[src/rtl/vend_pkg.sv]
// Shared types and constants for the multi-product vending controller:
// FSM state encoding, coin codes and the coin-to-cents lookup.
package vend_pkg;

    typedef enum logic [1:0] {
        IDLE   = 2'd0,
        ACCUM  = 2'd1,
        VEND   = 2'd2,
        CHANGE = 2'd3
    } vend_state_e;

    localparam logic [1:0] COIN_NONE = 2'd0;
    localparam logic [1:0] COIN_5    = 2'd1;
    localparam logic [1:0] COIN_10   = 2'd2;
    localparam logic [1:0] COIN_25   = 2'd3;

    localparam logic [7:0] NICKEL = 8'd5;

    function automatic logic [7:0] coin_val(input logic [1:0] code);
        logic [7:0] cents;
        case (code)
            COIN_5:  cents = 8'd5;
            COIN_10: cents = 8'd10;
            COIN_25: cents = 8'd25;
            default: cents = 8'd0;
        endcase
        return cents;
    endfunction

endpackage

[src/rtl/vend_coin_decode.sv]
// Coin edge detector: flags the first cycle of a nonzero coin code after an
// idle (zero) sample and supplies that coin's value in cents.
module vend_coin_decode
    import vend_pkg::*;
#(
    parameter int CREDIT_W = 8
) (
    input  logic                clock,
    input  logic                reset,
    input  logic [1:0]          coin,
    output logic                coin_valid,
    output logic [CREDIT_W-1:0] coin_value
);

    logic [1:0] coin_prev_q;
    logic [1:0] coin_prev_d;

    // Next value of the previous-sample register.
    always_comb begin
        coin_prev_d = coin;
    end

    // Previous coin sample register.
    always_ff @(posedge clock or negedge reset) begin
        if (!reset) begin
            coin_prev_q <= COIN_NONE;
        end else begin
            coin_prev_q <= coin_prev_d;
        end
    end

    assign coin_valid = (coin != COIN_NONE) && (coin_prev_q == COIN_NONE);
    assign coin_value = CREDIT_W'(coin_val(coin));

endmodule

[src/rtl/vend_ctrl_multi.sv]
// Multi-product vending controller: credits coins, vends on select, and
// returns change as a stream of nickel pulses. Optional build macro
// VEND_AUTO_SELECT_EN vends item 0 automatically once its price is reached.
module vend_ctrl_multi
    import vend_pkg::*;
#(
    parameter int                          N_ITEMS    = 2,
    parameter int                          CREDIT_W   = 8,
    parameter int                          MAX_CREDIT = 100,
    parameter logic [N_ITEMS*CREDIT_W-1:0] PRICE_LIST = {8'd20, 8'd15}
) (
    input  logic                clock,
    input  logic                reset,
    input  logic [1:0]          coin,
    input  logic [N_ITEMS-1:0]  select,
    input  logic                cancel,
    output logic [N_ITEMS-1:0]  vend,
    output logic                change_nickel,
    output logic                coin_reject,
    output logic                deny,
    output logic [CREDIT_W-1:0] credit,
    output logic                busy
);

    function automatic bit prices_ok();
        bit ok;
        int p;
        ok = 1'b1;
        for (int i = 0; i < N_ITEMS; i++) begin
            p = int'(PRICE_LIST[i*CREDIT_W +: CREDIT_W]);
            if (p == 32'sd0 || (p % 32'sd5) != 32'sd0 || p > MAX_CREDIT) begin
                ok = 1'b0;
            end else begin
                ok = ok;
            end
        end
        return ok;
    endfunction

    if (!prices_ok() || N_ITEMS < 1 || N_ITEMS > 8 ||
        MAX_CREDIT >= (32'sd1 <<< CREDIT_W)) begin : g_cfg_err
        $error("vend_ctrl_multi: illegal N_ITEMS, MAX_CREDIT or PRICE_LIST");
    end

    localparam logic [CREDIT_W-1:0] NICKEL_C = CREDIT_W'(NICKEL);
    localparam logic [CREDIT_W:0]   MAX_C    = (CREDIT_W+1)'(MAX_CREDIT);
`ifdef VEND_AUTO_SELECT_EN
    localparam logic [CREDIT_W-1:0] PRICE0   = PRICE_LIST[CREDIT_W-1:0];
    localparam logic [N_ITEMS-1:0]  ITEM0_OH = N_ITEMS'(1'b1);
`endif

    vend_state_e         state_q, state_d;
    logic [CREDIT_W-1:0] credit_q, credit_d;
    logic [N_ITEMS-1:0]  vend_q, vend_d;
    logic                nickel_q, nickel_d;
    logic                reject_q, reject_d;
    logic                deny_q, deny_d;
    logic                busy_q, busy_d;

    logic                coin_valid_s;
    logic [CREDIT_W-1:0] coin_value_s;
    logic                coin_ok_s;
    logic [CREDIT_W-1:0] credit_coin_s;
    logic                sel_hit_s;
    logic [N_ITEMS-1:0]  sel_oh_s;
    logic [CREDIT_W-1:0] sel_price_s;

    vend_coin_decode #(
        .CREDIT_W (CREDIT_W)
    ) u_coin_decode (
        .clock      (clock),
        .reset      (reset),
        .coin       (coin),
        .coin_valid (coin_valid_s),
        .coin_value (coin_value_s)
    );

    // Coins are credited only while idle or accumulating, and only below the ceiling.
    always_comb begin
        coin_ok_s = coin_valid_s && ((state_q == IDLE) || (state_q == ACCUM)) &&
                    (({1'b0, credit_q} + {1'b0, coin_value_s}) <= MAX_C);
        if (coin_ok_s) begin
            credit_coin_s = credit_q + coin_value_s;
        end else begin
            credit_coin_s = credit_q;
        end
    end

    // Lowest-index select wins; descending scan lets low bits overwrite.
    always_comb begin
        sel_hit_s   = 1'b0;
        sel_oh_s    = '0;
        sel_price_s = '0;
        for (int i = N_ITEMS - 1; i >= 0; i--) begin
            if (select[i]) begin
                sel_hit_s   = 1'b1;
                sel_oh_s    = '0;
                sel_oh_s[i] = 1'b1;
                sel_price_s = PRICE_LIST[i*CREDIT_W +: CREDIT_W];
            end else begin
                sel_hit_s = sel_hit_s;
            end
        end
    end

    // Next state and next registered outputs. Each state's pulse is set on the
    // edge that enters it, so the pulse and busy line up with the state.
    always_comb begin
        state_d  = state_q;
        credit_d = credit_q;
        vend_d   = '0;
        nickel_d = 1'b0;
        reject_d = coin_valid_s && !coin_ok_s;
        deny_d   = 1'b0;
        case (state_q)
            IDLE: begin
                credit_d = credit_coin_s;
                deny_d   = sel_hit_s;
                if (coin_ok_s) begin
                    state_d = ACCUM;
                end else begin
                    state_d = IDLE;
                end
            end
            ACCUM: begin
                credit_d = credit_coin_s;
                if (cancel) begin
                    state_d  = CHANGE;
                    nickel_d = 1'b1;
                    credit_d = credit_coin_s - NICKEL_C;
                end else if (sel_hit_s) begin
                    // Judged on pre-coin credit; a same-cycle coin is still kept.
                    if (credit_q >= sel_price_s) begin
                        state_d  = VEND;
                        vend_d   = sel_oh_s;
                        credit_d = credit_coin_s - sel_price_s;
                    end else begin
                        deny_d = 1'b1;
                    end
`ifdef VEND_AUTO_SELECT_EN
                end else if (credit_q >= PRICE0) begin
                    state_d  = VEND;
                    vend_d   = ITEM0_OH;
                    credit_d = credit_coin_s - PRICE0;
`endif
                end else begin
                    state_d = ACCUM;
                end
            end
            VEND, CHANGE: begin
                if (credit_q >= NICKEL_C) begin
                    state_d  = CHANGE;
                    nickel_d = 1'b1;
                    credit_d = credit_q - NICKEL_C;
                end else begin
                    state_d  = IDLE;
                    credit_d = '0;
                end
            end
            default: begin
                state_d  = IDLE;
                credit_d = '0;
            end
        endcase
        busy_d = (state_d == VEND) || (state_d == CHANGE);
    end

    // State, credit and output registers.
    always_ff @(posedge clock or negedge reset) begin
        if (!reset) begin
            state_q  <= IDLE;
            credit_q <= '0;
            vend_q   <= '0;
            nickel_q <= 1'b0;
            reject_q <= 1'b0;
            deny_q   <= 1'b0;
            busy_q   <= 1'b0;
        end else begin
            state_q  <= state_d;
            credit_q <= credit_d;
            vend_q   <= vend_d;
            nickel_q <= nickel_d;
            reject_q <= reject_d;
            deny_q   <= deny_d;
            busy_q   <= busy_d;
        end
    end

    assign vend          = vend_q;
    assign change_nickel = nickel_q;
    assign coin_reject   = reject_q;
    assign deny          = deny_q;
    assign credit        = credit_q;
    assign busy          = busy_q;

endmodule

[config.mk]
export PLATFORM = sky130hd
export DESIGN_NAME = vend_ctrl_multi
export DESIGN_NICKNAME = d
export VERILOG_FILES = /design/src/rtl/vend_pkg.sv /design/src/rtl/vend_coin_decode.sv /design/src/rtl/vend_ctrl_multi.sv
export SDC_FILE = /design/constraint.sdc
export NUM_CORES = 1
export LEC_CHECK = 0
export CAP_MARGIN = 10
export CORE_MARGIN = 1
export CORE_UTILIZATION = 35
export DETAILED_ROUTE_END_ITERATION = 8
export PLACE_DENSITY = 0.64
export SLEW_MARGIN = 20
export SYNTH_ARGS = -nofsm -noshare
export SYNTH_HDL_FRONTEND = slang
export SYNTH_SLANG_ARGS = --single-unit
[constraint.sdc]
create_clock -name clock -period 6.27 [get_ports clock]
set_input_delay 0.627 -clock clock [delete_from_list [all_inputs] [get_ports clock]]
set_output_delay 0.627 -clock clock [all_outputs]
set_load 0.005 [all_outputs]
### Word-level counts from Yosys, hierarchy flattened

Cells that the tools add are included.

* register bits after elaboration: 18
* input bits: 7
* output and inout port bits: 14
* logic and storage cells: 65

* $add $sub $neg: 5
* $lt $le $gt $ge: 3
* equality and inequality tests: 8
* multiplexer cells: 30
* reduce and logical (&&, ||, !) cells: 11

Operator list (number)
* $mux W8: 6
* $pmux W8 S3: 1
* $mux W2: 10
* $sub A8 B3 Y8 const B: 2
* $pmux W5 S3: 1
* $eq A2 B2 Y1 const B: 6
* $add A8 B8 Y9: 1
* $le A9 B7 Y1 const B: 1
* $add A8 B8 Y8: 1
* $ge A8 B3 Y1 const B: 1
* $ge A8 B8 Y1: 1
* $mux W1: 8
* $sub A8 B8 Y8: 1
* $pmux W2 S3: 1
* $mux W5: 1
* $eq A2 B1 Y1 const B: 2
* $logic_and A1 B1 Y1: 4
* $logic_not A2 Y1: 2
* $pmux W1 S2: 2
* $logic_or A1 B1 Y1: 2
* $reduce_bool A2 Y1: 1
* $reduce_or A2 Y1: 1
* $logic_not A1 Y1: 1

### Longest topological paths before layout

* depth in word-level cells: 11
* mapped depth: 21
* gate-level depth less buffers: 20

### Hierarchy

A second synthesis with hierarchy kept.

* cell total of the unflattened synthesis: 295
* area total of the unflattened synthesis: 2342.2 um^2

By module, submodules not included
* vend_ctrl_multi: times used 1, cells each 282, area an instance 2224.6 um^2, seq. area each 375.4 um^2
* vend_coin_decode: times used 1, cells each 13, area an instance 117.6 um^2, seq. area each 50.0 um^2

### Least setup slack after synthesis

OpenSTA, ideal clock, no wires.

* path type: input to register
* from: input coin[0]
* to: register credit_q[4] (netlist: credit[4])
* setup time: 136 ps
* arrival time: 4607 ps
* required time: 6134 ps
* setup slack: 1527 ps
* cell stages on the path: 20
* path buffers: 1
* path through: ha_1 inv_1 fa_1 nand2b_1 a21oi_1 xor2_1 or3_4 a21oi_4 buf_2 mux2i_1 ha_1 inv_1 fa_1 a21o_1 a21oi_1 xor2_1 nor2_1 or4_1 o22ai_1 a221oi_2

* longest elaborated chain between the ends: 11
* elaborated cells between the ends (all ways): 18
* classes of those cells: add/sub (4); order compare (1); eq/ne (3); mux (6); reduce/logical (4)

Ends and longest elaborated chain
* start, declared: RTL line vend_ctrl_multi.sv:14 `input logic [1:0] coin,`
* $eq A2 B2 Y1 / $eq A2 B1 Y1 (equally long branches): RTL line vend_pkg.sv:21 `case (code)`
* $pmux W5 S3: RTL line vend_pkg.sv:21
* $add A8 B8 Y9: RTL line vend_ctrl_multi.sv:81 `(({1'b0, credit_q} + {1'b0, coin_value_s}) <= MAX_C);`
* $le A9 B7 Y1: RTL line vend_ctrl_multi.sv:81
* $logic_and A1 B1 Y1: RTL line vend_ctrl_multi.sv:80 `coin_ok_s = coin_valid_s && ((state_q == IDLE) || (state_q == ACCUM)) &&`
* $mux W8 (*): RTL line vend_ctrl_multi.sv:82 `if (coin_ok_s) begin`
* $sub A8 B8 Y8: RTL line vend_ctrl_multi.sv:136 `credit_d = credit_coin_s - sel_price_s;`
* $mux W8: RTL line vend_ctrl_multi.sv:133 `if (credit_q >= sel_price_s) begin`
* $mux W8: RTL line vend_ctrl_multi.sv:131 `end else if (sel_hit_s) begin`
* $mux W8: RTL line vend_ctrl_multi.sv:127 `if (cancel) begin`
* $pmux W8 S3 (*): RTL line vend_ctrl_multi.sv:115 `case (state_q)`
* named net credit_d[4]: RTL line vend_ctrl_multi.sv:53 `logic [CREDIT_W-1:0] credit_q, credit_d;`
* end signal, assigned: RTL line vend_ctrl_multi.sv:180 `credit_q <= credit_d;`
* end, declared: RTL line vend_ctrl_multi.sv:53

The timed path passes the listed nets; every way through them passes the cells marked *.

### Worst setup path after layout

Ends and elaborated chain as after synthesis.

==> reports/results.txt <==
By area, the combinational part of the netlist is dominated by compound AO/OA/AOI/OAI gates. The clock root buffer is sky130_fd_sc_hd__clkbuf_8. The hold violation total from the final report is 0, and the number of register bits inferred by synthesis is 18. Internal power comes to 0.000596 W.

For this run, the total global-route usage over all layers was measured as 19.1%. CTS saw 18 sinks. The number of hold-repair buffers added at the cts stage came out at 0. The number of nets in the synthesized netlist is 276.

The post-route core utilization is 42.0%. The run gives 2.14% as the global-route track usage on met3. Most used routing layer in global routing: met2.

Setup violations remaining at the end of the flow were counted as 0. The overall die width is 77.3 µm. In the synthesized netlist, mux cells make up 4.23% of the area. After detailed routing, the number of vias per cell comes to 5.56.

Yosys printed 0 warnings. The XOR/XNOR share of the synthesized area was 6.18%; the wire length per cell was 16.0 µm. The post-layout instance area came out at 0.00230 mm². The run gives 27 as the count of standard-cell rows. For met1 alone, demand over resource in global routing was 26.4%. Synthesis produced a netlist whose cell count is 247.

The slew of the pin with the lowest slew margin was 906 ps. The run gives 1,861 as the total via count after detailed routing. The clock latency of the later-clocked register in the worst-skew pair was 270 ps; the fraction of the yosys area taken by sequential cells was 22.7%. The fraction of final layout cells with drive strength greater than 1 was 5.70%; the portion of total power attributed to combinational logic was 70.9%. Based on the critical path, the design can be clocked at up to 186 MHz. Kind of end point of the critical path: a flip-flop. The most used flip-flop cell after synthesis is sky130_fd_sc_hd__dfrtp_1. After detailed placement, the total cell area comes to 0.00224 mm².

TritonCTS built the clock tree. Largest area contributor in the synthesized netlist: sky130_fd_sc_hd__dfrtp_1. Including well taps, the total number of placed cells is 331.

Setup repair after global routing left no endpoint under its margin. The area share of fa/ha/maj cells after synthesis works out to 14.6%. The relative contribution of the clock network to total power is 8.5%. The met2 usage was 30.0%.

The count of input and output buffers was 20; the largest fanout of any net on the critical path was 9. The buffer depth of the longest clock path came out at 2. The total area inside the core boundary comes to 0.00547 mm². The global placement routability congestion is 0.857, and the data arrival time of the critical path is 5510 ps. The critical path in this run is classified as input port to flip-flop. The class of the most critical hold timing path was flip-flop to flip-flop. The tools report the deepest level of the CTS H-tree as 1. Across all hold checks on the routed design, the worst slack comes to 623 ps. Clock tree synthesis inserted a total of 3 buffers. The synthesized cell area is 0.00198 mm², and the net switching power figure is 0.000612 W. The switching power share of the total is 50.7%. The number of search-and-repair iterations in the first detailed-routing pass is 4. Clock skew on the completed layout was measured at 7.75 ps.

The final clock period utilization by the worst path is 85.6%, and the via count of the first global-routing pass is 1,820. Post-synthesis simple-gate area fraction: 19.5%. Relative to the synthesized area, the layout overhead comes to 16.0%. Leaving out fill and tap cells, the most frequent cells in the layout are sky130_fd_sc_hd__nor2_1, sky130_fd_sc_hd__o21ai_0, sky130_fd_sc_hd__ha_1, sky130_fd_sc_hd__clkdlybuf4s50_1. Entering global routing, the biggest net connects 19 pins.

In the post-synthesis netlist, the biggest area contributors are sky130_fd_sc_hd__dfrtp_1, sky130_fd_sc_hd__ha_1, sky130_fd_sc_hd__o21ai_0, sky130_fd_sc_hd__nor2_1, sky130_fd_sc_hd__a21oi_1. Counting flops with an async set or reset pin after synthesis yields a share of 100%. After the first detailed-routing iteration, the DRC count stood at 147. Leaving out fill and tap cells, the most frequent cell in the layout is sky130_fd_sc_hd__nor2_1.

In this run, flip-flops and latches consume 20.6% of the power. For the peak supply drop, the log shows 0.167 mV. The logs give 293 for the net count of the finished layout and 21 for the number of ports placed on the die boundary. The clock slew at the register clock pins of the worst setup and hold paths is 80 ps.

The count of pins over their slew limit is 0, and the residual overflow from global routing is 0. The die is 77.3 µm tall. The share of the synthesized area in compound gates (AO/OA/AOI/OAI) works out to 27.7%.

For this configuration, the core starts out at a cell density of 36.2%. After detailed routing, the total wire length is 5.37 mm. In this run the remaining antenna-violating nets after routing total 0. In the routed design, unresolved DRC markers number 0. The run gives 0 as the number of antenna violations at the first check in global routing. Max-cap violations in this run came to 0. The analysis attributes to cell leakage a power of 0.991 nW. Synthesis instantiated 55 different standard cells from the library.

The routed design could run at a clock period as short as 5370 ps. Once the clock tree was built, the setup fixing pass inserted 0 buffers. The first-pass GRT wire length was 9.03 mm. In this run the tightest slew margin relative to its limit is 39.4%. After clock tree synthesis, the repair step resized 0 gates.

A synthesized cell averages 8.03 µm². The share of synthesized area in the top cell type comes to 22.7%. Power spread over the standard cell area amounts to 525 mW/mm².

Yosys mapped a number of flops with a built-in enable equal to 0. The placed wire-length estimate after detailed placement came out at 4.10 mm. Counting the fill cells in the layout gives 585. For the total die area, the log shows 0.00597 mm².

The tools report the setup TNS as 0 ps. The worst setup path is launched from an input port. The repair_antennas step left the layout with diodes totalling 0. The required arrival time at the worst endpoint was 6410 ps. The flow ran to the end, and the final reports show no timing, DRC or antenna violations. For this run, the number of standard cells in the final layout without fillers is 335.
[through the flow]
stage | setup slack [ps] | power (W)
floorplan | 1530 | 0.000859
global placement | 718 | 0.00109
detailed placement | 651 | 0.00110
CTS | 921 | 0.00121
global route | 488 | 0.00134
finish | 903 | 0.00121
[final cells by class]
class	instances	area [µm²]	share of cell area [%]
Multi-Input combinational cell	203	1430	62.3
Sequential cell	18	450	19.6
Timing Repair Buffer	21	208	9.03
Tap cell	72	90.1	3.92
Inverter	17	63.8	2.77
Clock buffer	4	55.1	2.39
[power groups by stage]
| stage | clock network (W) | logic [W] | registers (W) |
|---|---|---|---|
| floorplan | 0 | 0.000657 | 0.000202 |
| global placement | 0 | 0.000839 | 0.000248 |
| detailed placement | 0 | 0.000849 | 0.000249 |
| CTS | 0.000104 | 0.000854 | 0.000247 |
| global route | 0.000109 | 0.000969 | 0.000259 |
| finish | 0.000103 | 0.000856 | 0.000248 |
[per-layer routing]
metal | share of wire (%) | routed length [µm]
met2 | 44 | 2370
met1 | 47 | 2540
met5 | 0 | 0
met3 | 6.8 | 367
met4 | 1.7 | 89
[cells by family after synthesis]
kind of cell | Yosys count
compound gates | 81
xor+xnor | 14
fa+ha+maj | 22
buf+inv | 26
flops | 18
mux | 8
simple gates | 78
[cell usage after synthesis, types with 2 or more instances]
cell / instances
sky130_fd_sc_hd__o22ai_1: 3
sky130_fd_sc_hd__nand2b_1: 5
sky130_fd_sc_hd__nor4_1: 6
sky130_fd_sc_hd__fa_1: 2
sky130_fd_sc_hd__inv_1: 17
sky130_fd_sc_hd__o21ai_1: 3
sky130_fd_sc_hd__o21bai_1: 3
sky130_fd_sc_hd__nor2_1: 26
sky130_fd_sc_hd__clkbuf_1: 6
sky130_fd_sc_hd__or3_1: 2
sky130_fd_sc_hd__nor3_1: 3
sky130_fd_sc_hd__buf_2: 2
sky130_fd_sc_hd__xor2_1: 8
sky130_fd_sc_hd__o31ai_1: 2
sky130_fd_sc_hd__mux2_2: 2
sky130_fd_sc_hd__dfrtp_1: 18
sky130_fd_sc_hd__nand3b_1: 2
sky130_fd_sc_hd__nor2b_1: 3
sky130_fd_sc_hd__mux2i_1: 5
sky130_fd_sc_hd__nand3_1: 4
sky130_fd_sc_hd__or4_1: 2
sky130_fd_sc_hd__a211oi_1: 3
sky130_fd_sc_hd__a21oi_2: 2
sky130_fd_sc_hd__o21ai_0: 21
sky130_fd_sc_hd__o211ai_1: 3
sky130_fd_sc_hd__ha_1: 20
sky130_fd_sc_hd__nand2_1: 18
sky130_fd_sc_hd__a32o_1: 2
sky130_fd_sc_hd__and2_1: 2
sky130_fd_sc_hd__xnor2_1: 6
sky130_fd_sc_hd__a21oi_1: 15
sky130_fd_sc_hd__a21o_1: 7
sky130_fd_sc_hd__a22oi_1: 2
[critical path, cell delays in order]
cell and delay (ps):
sky130_fd_sc_hd__clkdlybuf4s50_1 590, sky130_fd_sc_hd__ha_1 220, sky130_fd_sc_hd__inv_1 60, sky130_fd_sc_hd__fa_1 390
sky130_fd_sc_hd__nand2b_1 190, sky130_fd_sc_hd__a21oi_1 160, sky130_fd_sc_hd__xor2_1 120, sky130_fd_sc_hd__or3_4 410
sky130_fd_sc_hd__a21oi_4 280, sky130_fd_sc_hd__mux2i_1 470, sky130_fd_sc_hd__ha_1 230, sky130_fd_sc_hd__inv_1 50
sky130_fd_sc_hd__fa_1 400, sky130_fd_sc_hd__a21o_1 200, sky130_fd_sc_hd__a21oi_1 210, sky130_fd_sc_hd__xor2_1 180
sky130_fd_sc_hd__nor2_1 50, sky130_fd_sc_hd__or4_1 440, sky130_fd_sc_hd__o22ai_1 180, sky130_fd_sc_hd__a221oi_2 60
[worst paths after layout]
check | from | end | slack (ps) | depth (start not counted)
max | coin[0] | credit[4] | 900 | 20
min | u_coin_decode.coin_prev_q[0] | coin_reject | 620 | 3
max reg2reg | credit[0] | credit[4] | 1350 | 19
min reg2reg | u_coin_decode.coin_prev_q[0] | coin_reject | 620 | 3
max in group asynchronous | reset | deny | 4850 | 1
min in group asynchronous | reset | credit[1] | 870 | 1
[sequential cells by signal, summed over array words and instances, names as in the netlist]
name	cells
busy	1
change_nickel	1
coin_reject	1
credit	8
deny	1
state_q	2
u_coin_decode.coin_prev_q	2
vend	2
(Power assumes the default switching activity.)
